**config.mk**
```make
export PLATFORM = sky130hd
export DESIGN_NAME = store_narrow
export DESIGN_NICKNAME = d
export VERILOG_FILES = /design/src/rtl/store_narrow_pkg.sv /design/src/rtl/store_narrow_byte_lane.sv /design/src/rtl/store_narrow.sv
export SDC_FILE = /design/constraint.sdc
export NUM_CORES = 1
export LEC_CHECK = 0
export ABC_AREA = 0
export CORE_MARGIN = 5
export CORE_UTILIZATION = 38
export CTS_CLUSTER_DIAMETER = 120
export DETAILED_ROUTE_END_ITERATION = 8
export MAX_ROUTING_LAYER = met4
export PLACE_DENSITY_LB_ADDON = 0.08
export SKIP_CTS_REPAIR_TIMING = 1
export SLEW_MARGIN = 10
export SYNTH_ARGS = -nofsm -noshare
export SYNTH_HDL_FRONTEND = slang
export SYNTH_SLANG_ARGS = --single-unit
```
**constraint.sdc**
```tcl
create_clock -name clk -period 2 [get_ports clk]
set_input_delay 0.4 -clock clk [delete_from_list [all_inputs] [get_ports clk]]
set_output_delay 0.4 -clock clk [all_outputs]
set_load 0.01 [all_outputs]
```
**src/rtl/store_narrow_pkg.sv**
```systemverilog
// store_pkg: shared types, lane count and lane-merge helper for the store_narrow write path.
package store_pkg;
    typedef enum logic [1:0] {SZ_BYTE, SZ_HALF, SZ_WORD, SZ_ILL} size_t;
    typedef enum logic [1:0] {S_IDLE, S_READ, S_WRITE} state_t;
    localparam int LANES = 4;
    function automatic logic [31:0] merge_lanes(input logic [31:0] nd, input logic [31:0] od, input logic [LANES-1:0] be);
        for (int i = 0; i < LANES; i++) merge_lanes[8*i+:8] = be[i] ? nd[8*i+:8] : od[8*i+:8];
    endfunction
endpackage

```
**src/rtl/store_narrow_byte_lane.sv**
```systemverilog
// byte_lane_gen: maps a store's size and low address bits to byte enables, replicated lane data and a misalignment flag.
module byte_lane_gen
    import store_pkg::*;
(
    input  logic [1:0]       addr,
    input  logic [1:0]       size,
    input  logic [31:0]      data,
    output logic [LANES-1:0] be,
    output logic [31:0]      lane_data,
    output logic             misaligned
);
    always_comb begin
        misaligned = size == SZ_ILL || (size == SZ_HALF && addr[0]) || (size == SZ_WORD && addr != 2'd0);
        be = size == SZ_BYTE ? 4'b0001 << addr : size == SZ_HALF ? (addr[1] ? 4'b1100 : 4'b0011) : 4'b1111;
        lane_data = size == SZ_BYTE ? {4{data[7:0]}} : size == SZ_HALF ? {2{data[15:0]}} : data;
    end
endmodule

```
**src/rtl/store_narrow.sv**
```systemverilog
// store_narrow: narrows SB/SH/SW register data into a word-aligned byte-enabled memory write.
// STORE_NARROW_RMW_EN adds a read-modify-write pass for memories lacking byte enables.
module store_narrow
    import store_pkg::*;
#(
    parameter int ADDR_W = 32
) (
    input  logic              clk,
    input  logic              rst_n,
    input  logic              req_valid,
    output logic              req_ready,
    input  logic [ADDR_W-1:0] req_addr,
    input  logic [31:0]       req_data,
    input  logic [1:0]        req_size,
    output logic              misalign,
    output logic [ADDR_W-1:0] mem_addr,
    output logic [31:0]       mem_wdata,
    output logic [3:0]        mem_be,
    output logic              mem_we,
    output logic              mem_re,
    input  logic [31:0]       mem_rdata,
    input  logic              mem_ack,
    output logic              busy
);
    state_t state;
    logic [LANES-1:0] lane_be;
    logic [31:0] lane_data;
    logic lane_mis;
    byte_lane_gen u_lanes (
        .addr(req_addr[1:0]),
        .size(req_size),
        .data(req_data),
        .be(lane_be),
        .lane_data(lane_data),
        .misaligned(lane_mis)
    );
    assign req_ready = state == S_IDLE;
    assign busy = !req_ready;
`ifdef STORE_NARROW_RMW_EN
    logic [LANES-1:0] be_q;
`else
    logic unused_rdata;
    assign unused_rdata = ^mem_rdata;
    assign mem_re = 1'b0;
`endif
    always_ff @(posedge clk or negedge rst_n) begin
        if (!rst_n) begin
            state     <= S_IDLE;
            misalign  <= 1'b0;
            mem_addr  <= '0;
            mem_wdata <= '0;
            mem_be    <= '0;
            mem_we    <= 1'b0;
`ifdef STORE_NARROW_RMW_EN
            mem_re    <= 1'b0;
            be_q      <= '0;
`endif
        end else begin
            misalign <= 1'b0;
            case (state)
                S_IDLE: if (req_valid) begin
                    if (lane_mis) misalign <= 1'b1;
                    else begin
                        mem_addr  <= {req_addr[ADDR_W-1:2], 2'b00};
                        mem_wdata <= lane_data;
`ifdef STORE_NARROW_RMW_EN
                        be_q <= lane_be;
                        if (&lane_be) begin
                            mem_be <= lane_be;
                            mem_we <= 1'b1;
                            state  <= S_WRITE;
                        end else begin
                            mem_be <= '0;
                            mem_re <= 1'b1;
                            state  <= S_READ;
                        end
`else
                        mem_be <= lane_be;
                        mem_we <= 1'b1;
                        state  <= S_WRITE;
`endif
                    end
                end
`ifdef STORE_NARROW_RMW_EN
                // merged word goes out as a full-width write
                S_READ: if (mem_ack) begin
                    mem_wdata <= merge_lanes(mem_wdata, mem_rdata, be_q);
                    mem_be    <= '1;
                    mem_re    <= 1'b0;
                    mem_we    <= 1'b1;
                    state     <= S_WRITE;
                end
`endif
                S_WRITE: if (mem_ack) begin
                    mem_we <= 1'b0;
                    state  <= S_IDLE;
                end
                default: state <= S_IDLE;
            endcase
        end
    end
endmodule

```
==> metrics.cfg <==
[final_layout]
drive_above_1_share_pct = 31.8
multi_input_area_mm2 = 0.00129
layoutNonFillerInstCount = 464
n_antenna_cell = 0
nFillCells = 639
seqCellArea_mm2 = 0.00170
fin_util_pct = 62.9
area_growth_pct = 58.9
nets = 459

[timing]
finalSetupViolCount = 0
slew_viol_final = 0
max_slew_margin_pct = 67.7
finalHoldViolCount = 0
holdWs_ns = 0.0722
fin_tns_setup_ns = 0
worstMarginPinSlew_ns = 0.472
rsz0062_at_grt = no
max_freq_ghz = 0.552
period_share_pct = 90.6
finClkSkew_ns = 0.0105
fin_crit_ns = 1.81

[global_route]
grt_pass1_vias = 2430
grt_max_degree = 69
overflow = 0
antenna_found_initial = 0
grt_pass1_wl_mm = 12.4
track_usage_pct = 16.2

[place]
dp.cells = 448
io_buffers = 139
gp_congestion = 0.719
dp_hpwl_mm = 5.85

[synthesis]
synth_edf_count = 0
synth_compound_area_share_pct = 2.92
netlist_top_cells_count = 68 x dfrtp_1, 53 x mux2_2, 28 x mux2_4
yosysMostFrequentCell = dfrtp_1
synth_top_family_by_area = multiplexers
synth_mux_area_share_pct = 35.5
synth_cell_type_count = 22
yosysTopAreaCellShare_pct = 55.1
postSynthAreaPerCell_um2 = 15.0
synth_simple_gate_area_share_pct = 2.59
ys_warn_count = 0
ys_ff_latch = 68
synth_top_area_cell = dfrtp_1
synthCells = 206
synthFlopType = dfrtp_1
netlist_area_mm2 = 0.00309
netlist_top_cells_area = dfrtp_1 55%, mux2_2 19%, mux2_4 14%
synth-adder-area-share_pct = 0
async_flop_share_pct = 100
ys_seq_area_share_pct = 55.1
synthXorXnorAreaFrac_pct = 0

[floorplanning]
dieArea_mm2 = 0.0100
pin_count = 175
row_count = 32
start_util_pct = 39.6
die_height_um = 100
fp.dieW_um = 100
coreArea_mm2 = 0.00781

[clock_tree]
cts-root-buf = clkbuf_8
htreeDepth = 3
cts_buffers = 9
clk_latency_ns = 0.33
cts_tree = done
clk_pin_slew_ns = 0.08
cts_num_sinks = 68
clock_path_buffers = 2

[setup_path]
required_ns = 2.21
cp-end-kind = register
crit_type = input port to register
startpoint_type = input port
critPathArrivalTime_ns = 2.03
critPathMaxFanout = 21

[routing]
viasPerCell = 4.77
firstDrtPassIters = 4
highest_layer = met4
wl_met1_mm = 3.58
post_drt_wl_per_cell_um = 16.7
route.met2.wl_mm = 3.56
drtAntennaViolNets = 0
wl_met3_um = 434
vias = 2212
wirelength_mm = 7.74
drc = 0
drtIter0Drc = 36

[pwr]
vdd_drop_max_uv = 522
finalPower_mw = 4.94
power_density_mw_per_mm2 = 1010
leakage_nw = 2.15

[status]
status = completed

[run]
maxCapViolCount = 0

[hold_path]
min_path_type = input port to asynchronous set/reset pin

==> placed cells by master, fill, tap and decap left out, types with 3 or more instances in the layout <==
master / n
clkdlybuf4s50_1: 138
dfrtp_1: 68
mux2_2: 53
mux2_4: 28
o21ai_0: 9
clkbuf_8: 9
buf_4: 9
mux2i_1: 8
nand2_1: 8
buf_12: 6
nor2_1: 3
conb_1: 3
==> kinds of logic (layout without fill, tap and decap cells) <==
logic type	after synthesis	in the layout
and+or+nand+nor	16	16
buffers and inverters	17	171
other	1	3
muxes	89	89
AOI/OAI and AO/OA	15	15
DFF	68	68
==> area by class of cell <==
cell class / instances / share of cell area (%)
clock buffers: 10 / 2.60
clock inverters: 6 / 1.81
inverters: 1 / 0.0765
multi-input cells: 123 / 26.2
well taps: 102 / 2.60
repair buffers: 154 / 32.1
flip-flops and latches: 68 / 34.7
==> state kept, by name (all words and copies together), names as in the netlist <==
signal and cells:
mem_wdata 32, mem_be 4, mem_addr 30, misalign 1, mem_we 1
==> power breakdown <==
part           internal [mW]  leakage, nW  switching [mW]
registers               1.74        0.804           0.193
logic                   1.18         1.25           0.598
clock network          0.702        0.102           0.524
total                   3.62         2.15            1.31
==> final timing paths <==
check | start | end | slack, ns | cells past startpoint
setup / recovery | req_size[0] | mem_addr[6]$_DFFE_PN0P_ | 0.19 | 5
hold / removal | rst_n | mem_addr[23]$_DFFE_PN0P_ | 0.07 | 2
setup reg to reg | mem_we$_DFFE_PN0P_ | mem_addr[6]$_DFFE_PN0P_ | 0.53 | 4
hold reg to reg | mem_be[0]$_DFFE_PN0P_ | mem_be[0]$_DFFE_PN0P_ | 0.48 | 1
max in group asynchronous | rst_n | mem_wdata[30]$_DFFE_PN0P_ | 1.63 | 2
min in group clk | mem_be[0]$_DFFE_PN0P_ | mem_be[0]$_DFFE_PN0P_ | 0.48 | 1
==> layer usage <==
metal | track usage, % | up-vias
met5 | - | -
met4 | 5.91 | 0
met3 | 3.54 | 13
li1 | - | 1026
met2 | 24.5 | 96
met1 | 21.6 | 1077
==> critical path, cell delays in order <==
cell,delay (ns)
clkdlybuf4s50_1,0.58
a21oi_1,0.15
o21bai_4,0.30
buf_12,0.23
mux2_2,0.35
==> stage by stage <==
| step | cell area (um2) | setup slack [ns] |
|---|---|---|
| detailed placement | 4690 | -0.147 |
| finish | 4910 | 0.189 |
| global placement | 4690 | -0.150 |
| global route | 4910 | 0.150 |
| floorplan | 3100 | 0.435 |
| CTS | 4910 | 0.205 |
No activity file was read; power rests on OpenSTA's default activity.
==> variant 1: new RTL, same settings <==
Add a define of `STORE_NARROW_RMW_EN`.
--- a/src/rtl/store_narrow.sv
+++ b/src/rtl/store_narrow.sv
@@ -1,4 +1,6 @@
 // store_narrow: narrows SB/SH/SW register data into a word-aligned byte-enabled memory write.
 // STORE_NARROW_RMW_EN adds a read-modify-write pass for memories lacking byte enables.
+`define STORE_NARROW_RMW_EN
+
 module store_narrow
     import store_pkg::*;
Function: changed (a bounded check fails within 4 cycles, from zero or initial values and one cycle with rst_n low).
==> variant 1 against the unedited design <==
  * Worst setup slack worse by 0.12 ns
  * Area after synthesis up 21%
  * Routed wire length up 38%
  * Sequential cell count up 7
  * Cell area up 24%
  * Maximum frequency down 6.1%
  * Die area up 19%
  * Critical endpoint is now req_ready
Power is not compared: it rests on default switching activity, and its combinational part moved more than twofold at a synthesized area within 25%.
==> variant 1: results (changes against the unedited design) <==
routing:
  dr.first_iter.drc_count: 99  # +180%
  post_drt_wl_per_cell_um: 16.26  # -2.6%
  avgViaCountPerCell: 4.674  # -2.0%
  postRouteWirelength_um: 10680  # +38%
sta:
  slew_headroom_pct: 59.41  # -8.3 points
  whs_ns: 0.03982  # -0.03238 ns
  period_needed_ns: 1.929  # +0.1174 ns
  clock_skew_ns: 0.008528  # -0.001955 ns
layout:
  drive_above_1_share_pct: 25.76  # -6.0 points
  reg_top3: "mem_wdata (32), mem_addr (30)"
  nNetsFinal: 621  # +35%
  n_fill_cell: 833  # +30%
power_and_ir_drop:
  sw_frac_of_total_pct: 31.75
  powerClk_mw: 1.06
  seqPwrFrac_pct: 36.4
global_routing:
  use_met1_pct: 25.49  # +3.9 points
  grt_first_pass_wirelength_um: 16790  # +36%
  grtUsageMet3_pct: 4.085  # +0.54 points
  grt_max_degree: 76  # +10%
  grt_usage_pct: 18.97  # +2.7 points
  grt_pass1_vias: 3232  # +33%
  gr-usage-met2_pct: 28.38  # +3.9 points
critical_path:
  crit_fanout: 5  # -76%
  cpPeakStageDelay_ns: 0.57
  rrSetupSlack_ns: 0.20  # -0.33 ns
  setup.worst_path.class: "register to output pin"
  crit_end: "req_ready"
  arrival_ns: 1.53  # -0.50 ns
  rr_endpoint: "mem_wdata[14]$_DFFE_PN0P_"
  regToRegStartpoint: "state[0]$_DFFE_PN0P_"
logic_synthesis:
  synth-compound-area-share_pct: 9.085  # +6.2 points
  synthMuxAreaShare_pct: 29.70  # -5.8 points
  yosys-top-cells-area: "dfrtp_1 (50%), mux2_2 (21%), mux2i_1 (8.6%), o21ai_0 (3.1%), nand2_1 (2.3%)"
  avgSynthCellArea_um2: 11.74  # -22%
  synth_area_mm2: 0.003732  # +21%
  ys_seq_area_share_pct: 50.28  # -4.8 points
  yosys.cell_types.count: 33  # +50%
  yosys-top-cells-count: "dfrtp_1 (75), mux2_2 (68), mux2i_1 (32), nand2_1 (23), o21ai_0 (23)"
status:
  status: "finished clean"
placement:
  place_ws_ns: -0.2676  # -0.1202 ns
  dp_hpwl_um: 8390  # +43%
  place_area_mm2: 0.005883  # +25%
  gp_congestion: 0.8470  # +18%
  portBuffers: 172  # +24%
clock_tree:
  clock_latency_ns: 0.35  # +0.02 ns
-- variant 1: changes by cell type after synthesis, sizes merged, moves of 4 or more --
cell / unedited run / this run
o22a: 0 / 4
mux2i: 8 / 32
dfrtp: 68 / 75
nor2: 4 / 16
inv: 1 / 16
nand2: 8 / 23
o21ai: 9 / 24
buf: 14 / 18
a21oi: 2 / 18
mux2: 81 / 70
-- variant 1: cell type report --
class                   count  area [um^2]  area share, %
repair buffers            211         2100          34.61
well taps                 133        166.4          2.743
clock inverters             6        41.29         0.6807
multi-input cells         206         1683          27.74
inverters                  16        60.06         0.9901
flip-flops and latches     75         1878          30.96
clock buffers              10        137.6          2.269
-- variant 1: cell families (layout without fill, tap and decap cells) --
logic type	Yosys count	in the layout
mux	102	102
compound gates	54	54
simple gates	48	48
flops	75	75
other cells	1	2
buf+inv	38	243
-- variant 1: per-layer routing --
metal | up-vias | share of wire, %
li1 | 1510 | -
met4 | 0 | 1.6
met5 | - | 0
met1 | 1440 | 46
met2 | 106 | 46
met3 | 15 | 6.6
==> variant 2: new RTL, same settings <==
Made on the original files. Reset style: synchronous (`rst_n`), changed in one clocked block.
--- a/src/rtl/store_narrow.sv
+++ b/src/rtl/store_narrow.sv
@@ -44,5 +44,5 @@
     assign mem_re = 1'b0;
 `endif
-    always_ff @(posedge clk or negedge rst_n) begin
+    always_ff @(posedge clk) begin
         if (!rst_n) begin
             state     <= S_IDLE;
Function: differs if rst_n is asserted again (counterexample within 4 cycles, from zero or initial values and one cycle with rst_n low); with rst_n held inactive, the same outputs for 10 cycles.
==> variant 2 against the unedited design <==
  * Area after synthesis up 4.7%
  * Routed wire length up 15%
  * Global-route usage up 1.3 points
  * Worst setup slack better by 0.14 ns
  * Non-clock buffer count unchanged
  * Sequential cell count unchanged
  * Final cell count up 26%
  * Cell area up 0.79%
  * Via count up 28%
Power is not compared: it rests on default switching activity, and its combinational part moved more than twofold at a synthesized area within 25%.
==> variant 2: results (changes against the unedited design) <==
status:
  status: "finished clean"
placement:
  place_area_mm2: 0.004738  # +0.96%
  dp_hpwl_um: 6457  # +10%
  place_inst: 569  # +27%
  place_ws_ns: 0.03831  # +0.1857 ns
  gp_congestion: 0.7868  # +9.4%
global_routing:
  gr-usage-met2_pct: 26.14  # +1.6 points
  grt_pass1_vias: 2731  # +12%
  grtUsageMet3_pct: 4.369  # +0.82 points
  grt_usage_pct: 17.52  # +1.3 points
layout:
  drive_above_1_share_pct: 7.708  # -24 points
  nNetsFinal: 577  # +26%
  n_fill_cell: 767  # +20%
logic_synthesis:
  ys_seq_area_share_pct: 42.11  # -13 points
  synth.largest_area_cell: "dfxtp_1"
  yosys-top-cells-count: "nand2_1 (94), dfxtp_1 (68), mux2i_1 (62), o211ai_1 (16), clkbuf_1 (15)"
  yosys.cell_types.count: 25  # +14%
  async_flop_share_pct: 0  # -100 points
  synthCells: 346  # +68%
  synth_ff_type: "dfxtp_1"
routing:
  wl_met1_um: 4214  # +18%
  vias: 2822  # +28%
  dr.first_iter.drc_count: 104  # +190%
  postRouteWirelength_um: 8908  # +15%
critical_path:
  cpPeakStageDelay_ns: 0.55  # -0.03 ns
  arrival_ns: 1.27  # -0.76 ns
  crit_fanout: 5  # -76%
sta:
  clock_skew_ns: 0.007932  # -0.002551 ns
variant 2: layout make-up:
class	count	share of cell area (%)
Multi-Input combinational cell	240	33.07
Timing Repair Buffer	154	32.36
Sequential cell	68	27.51
Clock buffer	11	3.059
Tap cell	105	2.655
Clock inverter	5	1.188
Inverter	2	0.1517
variant 2: worst paths after layout:
check	start	endpoint	slack, ns	cells after the start
worst max-delay path	mem_we$_SDFFE_PN0P_	mem_we	0.33	1
worst min-delay path	mem_addr[12]$_SDFFE_PN0P_	mem_addr[12]$_SDFFE_PN0P_	0.46	2
worst max register to register	mem_we$_SDFFE_PN0P_	mem_wdata[27]$_SDFFE_PN0P_	0.63	5
worst min register to register	mem_addr[12]$_SDFFE_PN0P_	mem_addr[12]$_SDFFE_PN0P_	0.46	2
variant 2: kinds of logic after synthesis:
logic type	after synthesis	synth area share, %
adders and majority gates	2	0.6192
DFF	68	42.11
muxes	71	22.33
AOI/OAI and AO/OA	49	11.84
and+or+nand+nor	115	15.44
buffers and inverters	40	7.546
other	1	0.1160
